[src/rtl/fp_mul_arbiter_if.sv]
// rtl/fp_mul_arbiter_if.sv - client and multiplier signal bundle for fp_mul_arbiter
interface fp_mul_arbiter_if;
  logic        req0_valid, req1_valid;
  logic        req0_ready, req1_ready;
  logic [31:0] req0_a, req0_b, req1_a, req1_b;
  logic        rsp0_valid, rsp1_valid;
  logic        rsp0_ready, rsp1_ready;
  logic [31:0] rsp0_data, rsp1_data;
  logic        rsp0_exc, rsp1_exc;
  logic [31:0] mul_a, mul_b;
  logic [31:0] mul_out;
  logic        mul_exc;

  modport slave (
    input  req0_valid, req1_valid, req0_a, req0_b, req1_a, req1_b,
    output req0_ready, req1_ready,
    output rsp0_valid, rsp1_valid, rsp0_data, rsp1_data, rsp0_exc, rsp1_exc,
    input  rsp0_ready, rsp1_ready,
    output mul_a, mul_b,
    input  mul_out, mul_exc
  );

  modport master (
    output req0_valid, req1_valid, req0_a, req0_b, req1_a, req1_b,
    input  req0_ready, req1_ready,
    input  rsp0_valid, rsp1_valid, rsp0_data, rsp1_data, rsp0_exc, rsp1_exc,
    output rsp0_ready, rsp1_ready,
    input  mul_a, mul_b,
    output mul_out, mul_exc
  );
endinterface

[src/rtl/fp_mul_arbiter.sv]
// rtl/fp_mul_arbiter.sv - round-robin sharing of one FP multiplier between two requesters
// Tags ride alongside the multiplier pipeline so each result returns to its issuer.
module fp_mul_arbiter #(
  parameter int MUL_LAT = 1
) (
  input  logic              control,
  input  logic              reset,
  fp_mul_arbiter_if.slave   arb
);
  logic [1:0]        req_valid, rsp_ready, eligible, gnt, rsp_hs;
  logic [1:0]        busy_q, busy_d, rsp_valid_q, rsp_valid_d;
  logic [1:0][31:0]  rsp_data_q, rsp_data_d;
  logic [1:0]        rsp_exc_q, rsp_exc_d;
  logic              last_q, last_d;
  logic              hs, gnt_id;
  logic [31:0]       mul_a_q, mul_a_d, mul_b_q, mul_b_d;
  logic [MUL_LAT:0]  tag_v_q, tag_v_d, tag_id_q, tag_id_d;
  logic              cap, cap_id;

  assign req_valid = {arb.req1_valid, arb.req0_valid};
  assign rsp_ready = {arb.rsp1_ready, arb.rsp0_ready};
  assign eligible  = req_valid & ~busy_q;
  assign rsp_hs    = rsp_valid_q & rsp_ready;

  // Ready only rises for an eligible requester, so any ready is also a handshake.
  always_comb begin
    gnt = eligible;
    if (&eligible) gnt = last_q ? 2'b01 : 2'b10;
  end
  assign hs     = |gnt;
  assign gnt_id = gnt[1];

  assign cap    = tag_v_q[MUL_LAT];
  assign cap_id = tag_id_q[MUL_LAT];

  always_comb begin
    tag_v_d     = {tag_v_q[MUL_LAT-1:0], hs};
    tag_id_d    = {tag_id_q[MUL_LAT-1:0], gnt_id};
    busy_d      = (busy_q | gnt) & ~rsp_hs;
    last_d      = hs ? gnt_id : last_q;
    mul_a_d     = mul_a_q;
    mul_b_d     = mul_b_q;
    if (hs) begin
      mul_a_d = gnt_id ? arb.req1_a : arb.req0_a;
      mul_b_d = gnt_id ? arb.req1_b : arb.req0_b;
    end
    rsp_valid_d = rsp_valid_q & ~rsp_hs;
    rsp_data_d  = rsp_data_q;
    rsp_exc_d   = rsp_exc_q;
    if (cap) begin
      rsp_valid_d[cap_id] = 1'b1;
      rsp_data_d[cap_id]  = arb.mul_out;
      rsp_exc_d[cap_id]   = arb.mul_exc;
    end
  end

  always_ff @(posedge control or negedge reset) begin
    if (!reset) begin
      tag_v_q     <= '0;
      tag_id_q    <= '0;
      busy_q      <= '0;
      last_q      <= 1'b1;
      mul_a_q     <= '0;
      mul_b_q     <= '0;
      rsp_valid_q <= '0;
      rsp_data_q  <= '0;
      rsp_exc_q   <= '0;
    end else begin
      tag_v_q     <= tag_v_d;
      tag_id_q    <= tag_id_d;
      busy_q      <= busy_d;
      last_q      <= last_d;
      mul_a_q     <= mul_a_d;
      mul_b_q     <= mul_b_d;
      rsp_valid_q <= rsp_valid_d;
      rsp_data_q  <= rsp_data_d;
      rsp_exc_q   <= rsp_exc_d;
    end
  end

  assign arb.req0_ready = gnt[0];
  assign arb.req1_ready = gnt[1];
  assign arb.rsp0_valid = rsp_valid_q[0];
  assign arb.rsp1_valid = rsp_valid_q[1];
  assign arb.rsp0_data  = rsp_data_q[0];
  assign arb.rsp1_data  = rsp_data_q[1];
  assign arb.rsp0_exc   = rsp_exc_q[0];
  assign arb.rsp1_exc   = rsp_exc_q[1];
  assign arb.mul_a      = mul_a_q;
  assign arb.mul_b      = mul_b_q;
endmodule
[src/flat_wrapper.sv]
// flat-port wrapper written by rule: the top's interface ports become plain ports
module fp_mul_arbiter_flat 
#(
  parameter int MUL_LAT = 1
)
  (control, reset, arb_req0_valid, arb_req1_valid, arb_req0_a, arb_req0_b, arb_req1_a, arb_req1_b, arb_req0_ready, arb_req1_ready, arb_rsp0_valid, arb_rsp1_valid, arb_rsp0_data, arb_rsp1_data, arb_rsp0_exc, arb_rsp1_exc, arb_rsp0_ready, arb_rsp1_ready, arb_mul_a, arb_mul_b, arb_mul_out, arb_mul_exc);
  fp_mul_arbiter_if arb_i ();
  input  logic control;
  input  logic reset;
  input wire logic [$bits(arb_i.req0_valid)-1:0] arb_req0_valid;
  input wire logic [$bits(arb_i.req1_valid)-1:0] arb_req1_valid;
  input wire logic [$bits(arb_i.req0_a)-1:0] arb_req0_a;
  input wire logic [$bits(arb_i.req0_b)-1:0] arb_req0_b;
  input wire logic [$bits(arb_i.req1_a)-1:0] arb_req1_a;
  input wire logic [$bits(arb_i.req1_b)-1:0] arb_req1_b;
  output wire logic [$bits(arb_i.req0_ready)-1:0] arb_req0_ready;
  output wire logic [$bits(arb_i.req1_ready)-1:0] arb_req1_ready;
  output wire logic [$bits(arb_i.rsp0_valid)-1:0] arb_rsp0_valid;
  output wire logic [$bits(arb_i.rsp1_valid)-1:0] arb_rsp1_valid;
  output wire logic [$bits(arb_i.rsp0_data)-1:0] arb_rsp0_data;
  output wire logic [$bits(arb_i.rsp1_data)-1:0] arb_rsp1_data;
  output wire logic [$bits(arb_i.rsp0_exc)-1:0] arb_rsp0_exc;
  output wire logic [$bits(arb_i.rsp1_exc)-1:0] arb_rsp1_exc;
  input wire logic [$bits(arb_i.rsp0_ready)-1:0] arb_rsp0_ready;
  input wire logic [$bits(arb_i.rsp1_ready)-1:0] arb_rsp1_ready;
  output wire logic [$bits(arb_i.mul_a)-1:0] arb_mul_a;
  output wire logic [$bits(arb_i.mul_b)-1:0] arb_mul_b;
  input wire logic [$bits(arb_i.mul_out)-1:0] arb_mul_out;
  input wire logic [$bits(arb_i.mul_exc)-1:0] arb_mul_exc;
  assign arb_i.req0_valid = arb_req0_valid;
  assign arb_i.req1_valid = arb_req1_valid;
  assign arb_i.req0_a = arb_req0_a;
  assign arb_i.req0_b = arb_req0_b;
  assign arb_i.req1_a = arb_req1_a;
  assign arb_i.req1_b = arb_req1_b;
  assign arb_req0_ready = arb_i.req0_ready;
  assign arb_req1_ready = arb_i.req1_ready;
  assign arb_rsp0_valid = arb_i.rsp0_valid;
  assign arb_rsp1_valid = arb_i.rsp1_valid;
  assign arb_rsp0_data = arb_i.rsp0_data;
  assign arb_rsp1_data = arb_i.rsp1_data;
  assign arb_rsp0_exc = arb_i.rsp0_exc;
  assign arb_rsp1_exc = arb_i.rsp1_exc;
  assign arb_i.rsp0_ready = arb_rsp0_ready;
  assign arb_i.rsp1_ready = arb_rsp1_ready;
  assign arb_mul_a = arb_i.mul_a;
  assign arb_mul_b = arb_i.mul_b;
  assign arb_i.mul_out = arb_mul_out;
  assign arb_i.mul_exc = arb_mul_exc;
  fp_mul_arbiter #(.MUL_LAT(MUL_LAT)) u_core (.control(control), .reset(reset), .arb(arb_i));
endmodule
[config.mk]
export PLATFORM = sky130hd
export DESIGN_NAME = fp_mul_arbiter_flat
export DESIGN_NICKNAME = d
export VERILOG_FILES = /design/src/rtl/fp_mul_arbiter_if.sv /design/src/rtl/fp_mul_arbiter.sv /design/src/flat_wrapper.sv
export SDC_FILE = /design/constraint.sdc
export NUM_CORES = 1
export LEC_CHECK = 0
export CAP_MARGIN = 20
export CELL_PAD_IN_SITES_DETAIL_PLACEMENT = 0
export CELL_PAD_IN_SITES_GLOBAL_PLACEMENT = 1
export CORE_MARGIN = 2
export CORE_UTILIZATION = 32
export DETAILED_ROUTE_END_ITERATION = 16
export MAX_ROUTING_LAYER = met4
export PLACE_DENSITY = 0.82
export SKIP_LAST_GASP = 1
export SYNTH_ARGS = -nofsm -noshare
export SYNTH_HDL_FRONTEND = slang
export SYNTH_SLANG_ARGS = --single-unit
[constraint.sdc]
create_clock -name control -period 3 [get_ports control]
set_clock_uncertainty 0.05 [all_clocks]
set_input_delay 0.6 -clock control [delete_from_list [all_inputs] [get_ports control]]
set_output_delay 0.6 -clock control [all_outputs]
set_load 0.05 [all_outputs]
==> reports/qor.csv, run 1 <==
stage,metric,value,unit
timing,Final Hold Fails,0,
cts,Num CTS Buffers,17,
critical_path,startpoint types,primary input,
critical_path,Worst Path Arrival,1.65,ns
finish,share of post-route cells with drive strength above 1,17.2,%
global_route,vias in the first global route,4975,
worst_hold_path,Hold Crit Class,in2async,
floorplan,initial core utilization,32.6,%
cts,"Hold-fix buffers, CTS",0,
yosys,post-synthesis area per instance,14.7,um2
finish,Finished Layout Cells,918,
timing,Slew @ Worst Pin,0.553,ns
yosys,register area share after synthesis,61.6,%
detailed_routing,Avg WL per Cell,18.9,um
run,Max Cap Viol,0,
finish,number of diodes,0,
detailed_routing,final wirelength,17400,um
yosys,area of the mapped netlist,5650,um2
finish,Final Net Count,847,
detailed_routing,residual DRC count,0,
floorplan,overall die width,137,um
placed_design,placement-stage cell area,8890,um2
yosys,YS warnings,0,
yosys,Syn Inst Count,384,
placed_design,hpwl dp,12500,um
timing,final setup fails,0,
yosys,#FFs+latches synth,139,
detailed_routing,Pre-antenna DRT Iters,4,
timing,Final min period,2.30,ns
cts,TritonCTS clock tree,built,
timing,Worst slew margin,63.0,%
floorplan,io pins,301,
global_route,gr usage total,19.0,%
critical_path,CP max FO,3,
timing,fin crit share,76.7,%
placed_design,pre-CTS WS,0.698,ns
outcome,status,completed,
finish,Layout area overhead,68.1,%
yosys,Synthesized Nets,551,
cts,clock sink count,139,
timing,FMAX,435,MHz
floorplan,Die Ht,137,um
yosys,number of distinct library cells after synthesis,19,
placed_design,Cells after DPL,886,
finish,final core occ,54.9,%
detailed_routing,First DRT Iteration DRCs,217,
pwr,maximum VDD drop,0.000717,V
timing,max-slew violation count,0,
placed_design,GPL Wtd Cong,0.763,
pwr,Pleak,3.86,nW
placed_design,I/O Buffers,300,
floorplan,Core ar.,17300,um2
cts,Max Buffers Root-to-Sink,2,
cts,post-CTS sizing,0,
critical_path,Crit. End Element,primary output,
detailed_routing,routed via count,4610,
critical_path,"Req. time, crit path",2.35,ns
pwr,Cell Pwr Density,1350,nW/um2
cts,H-tree depth,4,
floorplan,full die area,18700,um2
global_route,initial antenna violation count,0,
cts,setup bufs post-CTS,0,
timing,final setup TNS,0,ns
cts,root buf cell,clkbuf_16,
global_route,largest net degree at the start of global routing,57,
finish,Finished Cell Area,9490,um2
detailed_routing,Antenna Nets Post-Route,0,
detailed_routing,vias per std cell,5.02,
timing,final worst setup slack,0.700,ns
floorplan,Placement Rows,48,
cts,"Clk Latency, worst-skew pair",0.42,ns
timing,RSZ-0062 raised after global routing,no,
critical_path,WS Path Type,in2out,
global_route,GRT overflow,0,
global_route,first-pass GRT wire length,26300,um
cts,Worst-path clk slew,0.06,ns
## synthesized netlist by cell type (all sizes together)
cell | instances | area (um2)
a21boi | 1 | 7.51
a21o | 1 | 7.51
a221o | 64 | 641
a2bb2oi | 2 | 17.5
buf | 33 | 193
clkbuf | 2 | 7.51
dfrtp | 138 | 3450
dfstp | 1 | 26.3
inv | 2 | 7.51
mux2 | 66 | 743
nand2 | 1 | 3.75
nand2b | 3 | 18.8
nor2 | 1 | 3.75
nor2b | 2 | 12.5
nor3b | 65 | 493
o21ai | 2 | 10.0
## flip-flops by register name (all words and copies together) (netlist names), 2 cells and up
signal	cells
u_core.busy_q	2
u_core.rsp_valid_q	2
u_core.tag_id_q	2
u_core.rsp_exc_q	2
u_core.arb.rsp0_data	32
u_core.arb.mul_a	32
u_core.arb.rsp1_data	32
u_core.tag_v_q	2
u_core.arb.mul_b	32
## routing by layer
metal | GRT usage [%] | vias up | wire [um]
li1 | - | 2067 | -
met1 | 22.4 | 2300 | 7080
met2 | 31.1 | 219 | 8520
met3 | 5.56 | 24 | 1450
met4 | 6.41 | 0 | 343
met5 | - | - | 0
## cell type report
class                           instances  area (um2)
Fill cell                            1375        7810
Sequential cell                       139        3480
Timing Repair Buffer                  312        3130
Multi-Input combinational cell        208        1990
Clock buffer                           17         425
Tap cell                              225         282
Clock inverter                         15         176
Inverter                                2        7.51
## power breakdown
group          total [mW]  internal, mW  switching, mW
logic                7.33          2.76           4.57
registers            3.29          2.81          0.482
clock network        2.16          1.26          0.902
## logic make-up after synthesis
| logic type | Yosys count | share of synthesized area [%] |
|---|---|---|
| AOI/OAI and AO/OA | 70 | 12.1 |
| DFF | 139 | 61.6 |
| buffers and inverters | 37 | 3.68 |
| muxes | 66 | 13.2 |
| and+or+nand+nor | 72 | 9.42 |
## worst max-delay path, stage by stage
cell and delay (ns):
clkdlybuf4s50_1 0.48, nor2b_4 0.16, a21boi_4 0.24, buf_12 0.17
## placed cells by master (no fill, tap or decap), types with 3 or more instances in the layout
| cell type | synthesis | layout |
|---|---|---|
| nor3b_1 | 64 | 64 |
| clkdlybuf4s50_1 | 0 | 297 |
| dfrtp_1 | 138 | 138 |
| inv_8 | 0 | 3 |
| a221o_1 | 64 | 64 |
| inv_6 | 0 | 5 |
| buf_12 | 0 | 3 |
| clkbuf_16 | 0 | 17 |
| mux2_2 | 66 | 66 |
| nand2b_1 | 3 | 3 |
| clkinv_4 | 0 | 3 |
| buf_4 | 1 | 11 |
## final timing paths
path,start,to,slack (ns),cells past startpoint
min,reset,u_core.arb.rsp0_data[16],0.04,1
max,arb_req1_valid,arb_req1_ready,0.70,4
max reg2reg,u_core.busy_q[1],u_core.arb.mul_a[15],1.42,4
min in group control,u_core.tag_v_q[0],u_core.tag_v_q[1],0.31,0
max in group asynchronous,reset,u_core.arb.rsp0_data[11],1.98,2
min reg2reg,u_core.tag_v_q[0],u_core.tag_v_q[1],0.31,0
## stage by stage
| stage | power (mW) | hold slack, ns |
|---|---|---|
| 6_report | 12.8 | 0.0374 |
| 4_1_cts | 12.9 | 0.0521 |
| 5_1_grt | 13.3 | 0.0647 |
| 3_5_place_dp | 10.7 | 0.288 |
| 2_1_floorplan | 8.08 | 0.254 |
| 3_3_place_gp | 10.5 | 0.287 |
(Power assumes the default switching activity.)
==> run 2, diff against run 1 <==
--- a/config.mk
+++ b/config.mk
@@ -9,10 +9,10 @@
 export CELL_PAD_IN_SITES_DETAIL_PLACEMENT = 0
 export CELL_PAD_IN_SITES_GLOBAL_PLACEMENT = 1
 export CORE_MARGIN = 2
-export CORE_UTILIZATION = 32
+export CORE_UTILIZATION = 27
 export DETAILED_ROUTE_END_ITERATION = 16
 export MAX_ROUTING_LAYER = met4
-export PLACE_DENSITY = 0.82
+export PLACE_DENSITY = 0.73
 export SKIP_LAST_GASP = 1
 export SYNTH_ARGS = -nofsm -noshare
 export SYNTH_HDL_FRONTEND = slang
==> constraint.sdc (replaced) <==
create_clock -name control -period 1.84 [get_ports control]
set_clock_uncertainty 0.05 [all_clocks]
set_input_delay 0.368 -clock control [delete_from_list [all_inputs] [get_ports control]]
set_output_delay 0.368 -clock control [all_outputs]
set_load 0.05 [all_outputs]
==> run 2 against run 1 <==
  * Cell area fell by 1.8%
  * Via count rose by 1.7%
  * Die area rose by 18%
  * Total power rose by 59%
  * Critical endpoint unchanged
==> reports/qor.csv, run 2 (same netlist as run 1, synthesis figures left out) <==
stage,metric,value,unit,change
pwr,Pwr Total,20.3,mW,was 12.8 mW
global_route,gr usage total,16.4,%,was 19.0%
cts,root buf cell,clkbuf_16,,unchanged
detailed_routing,residual DRC count,0,,unchanged
global_route,first-pass GRT wire length,27300,um,"was 26,300 um"
cts,Worst-path clk slew,0.06,ns,about the same
global_route,initial antenna violation count,0,,unchanged
finish,"commonest non-fill, non-tap cell in the layout",clkdlybuf4s50_1,,unchanged
timing,Final min period,1.79,ns,
placed_design,placement-stage cell area,8730,um2,was 8890 um2
finish,fill count,1839,,"was 1,375"
cts,Num CTS Buffers,17,,unchanged
timing,FMAX,559,MHz,
floorplan,initial core utilization,27.7,%,was 32.6%
run,Max Cap Viol,0,,unchanged
critical_path,Crit. End Element,primary output,,unchanged
cts,Max Buffers Root-to-Sink,2,,unchanged
finish,number of diodes,0,,unchanged
detailed_routing,Antenna Nets Post-Route,0,,unchanged
cts,TritonCTS clock tree,built,,unchanged
timing,Slew @ Worst Pin,0.498,ns,was 0.553 ns
timing,RSZ-0062 raised after global routing,yes,,was no
pwr,maximum VDD drop,0.00107,V,was 0.000717 V
floorplan,full die area,22100,um2,"was 18,700 um2"
finish,Final Net Count,857,,was 847
critical_path,startpoint types,primary input,,unchanged
finish,most frequent cells in the layout,"165 x clkdlybuf4s50_1, 147 x buf_4, 137 x dfrtp_1",,"was 297 x clkdlybuf4s50_1, 138 x dfrtp_1, 66 x mux2_2"
placed_design,I/O Buffers,300,,unchanged
placed_design,hpwl dp,13000,um,"was 12,500 um"
worst_hold_path,Hold Crit Class,reg2reg,,was in2async
floorplan,Core ar.,20400,um2,"was 17,300 um2"
finish,share of post-route cells with drive strength above 1,37.1,%,was 17.2%
critical_path,CP max FO,2,,was 3
critical_path,worst r2r path cells,5,,was 4
detailed_routing,Avg WL per Cell,18.2,um,was 18.9 um
outcome,status,completed,,unchanged
timing,Worst slew margin,66.8,%,was 63.0%
timing,max-slew violation count,0,,unchanged
pwr,Reg power frac,26.9,%,was 25.8%
finish,Layout area overhead,65.1,%,was 68.1%
floorplan,overall die width,149,um,was 137 um
detailed_routing,vias per std cell,4.82,,was 5.02
global_route,vias in the first global route,4978,,"was 4,975"
detailed_routing,Pre-antenna DRT Iters,4,,unchanged
pwr,Pleak,4.04,nW,was 3.86 nW
pwr,P_sw,9.77,mW,was 5.96 mW
floorplan,io pins,301,,unchanged
placed_design,GPL Wtd Cong,0.784,,was 0.763
pwr,Clk pwr share,16.2,%,was 16.9%
detailed_routing,First DRT Iteration DRCs,141,,was 217
timing,Final Hold Fails,0,,unchanged
cts,H-tree depth,4,,unchanged
pwr,internal power,10.5,mW,was 6.82 mW
detailed_routing,routed via count,4689,,"was 4,610"
cts,clock sink count,139,,unchanged
global_route,GRT overflow,0,,unchanged
finish,register area,3480,um2,about the same
floorplan,Placement Rows,52,,was 48
finish,area occupied by multi-input gates,1990,um2,unchanged
pwr,Logic pwr share,56.9,%,was 57.3%
floorplan,Die Ht,149,um,was 137 um
global_route,largest net degree at the start of global routing,65,,was 57
worst_hold_path,Worst Hold Depth,0,,
detailed_routing,final wirelength,17700,um,"was 17,400 um"
timing,fin crit share,97.3,%,
timing,final setup fails,0,,unchanged
pwr,switching share of power,48.2,%,was 46.6%
critical_path,WS Path Type,in2out,,unchanged
finish,Finished Cell Area,9320,um2,was 9490 um2
critical_path,Worst Path Arrival,1.37,ns,was 1.65 ns
pwr,Cell Pwr Density,2180,nW/um2,was 1350 nW/um2
cts,"Clk Latency, worst-skew pair",0.41,ns,was 0.42 ns
critical_path,"Req. time, crit path",1.42,ns,was 2.35 ns
-- run 2: repair_timing --
item | CTS | global route
endpoints found under the setup margin | 2 | 2
gates cloned | 0 | 0
hold buffers | 1 | 0
resized for setup | 1 | 0
endpoints found under the hold margin | 44 | 0
pin swaps | 1 | 0
setup buffers | 3 | 0
-- run 2: final timing paths --
kind | start | end | slack, ns
min | u_core.tag_v_q[0] | u_core.tag_v_q[1] | 0.30
min in group asynchronous | reset | u_core.arb.rsp1_data[18] | 0.42
max in group asynchronous | reset | u_core.arb.mul_b[19] | 0.71
max | arb_req1_valid | arb_req1_ready | 0.05
max reg2reg | u_core.busy_q[1] | u_core.arb.mul_b[10] | 0.13
min reg2reg | u_core.tag_v_q[0] | u_core.tag_v_q[1] | 0.30
-- run 2: power by group through the flow --
stage	Combinational (mW)	Sequential (mW)	Clock, mW
finish	11.5	5.45	3.29
global placement	11.5	5.43	0
detailed placement	11.6	5.48	0
global route	12.1	5.64	3.55
CTS	11.6	5.46	3.39
floorplan	2.77	10.4	0
-- run 2: through the flow --
stage	util [%]	hold slack [ns]	setup TNS, ns	cells	setup WS [ns]
global route	45.8	0.306	-0.0271	973	-0.0175
floorplan	-	0.0224	0	384	0.315
finish	45.8	0.299	0	973	0.0497
detailed placement	42.9	0.285	-10.74	938	-0.228
CTS	45.8	0.299	0	973	0.0237
global placement	42.9	0.284	-7.61	938	-0.146
-- run 2: final cells by class --
class / count / area share [%]
Multi-Input combinational cell: 208 / 21.4
Clock buffer: 18 / 4.71
Clock inverter: 14 / 1.37
Timing Repair Buffer: 322 / 31.5
Sequential cell: 139 / 37.3
Inverter: 2 / 0.0805
Tap cell: 270 / 3.62
-- run 2: layer usage --
metal | routed length [um] | vias up | GRT usage [%]
li1 | - | 2096 | -
met1 | 7420 | 2331 | 20.3
met2 | 8430 | 244 | 25.8
met3 | 1580 | 18 | 4.79
met4 | 292 | 0 | 5.76
met5 | 0 | - | -
-- run 2: critical path: stages --
cell	delay, ns
clkdlybuf4s50_1	0.47
nor2b_4	0.15
a21boi_4	0.22
buf_12	0.16
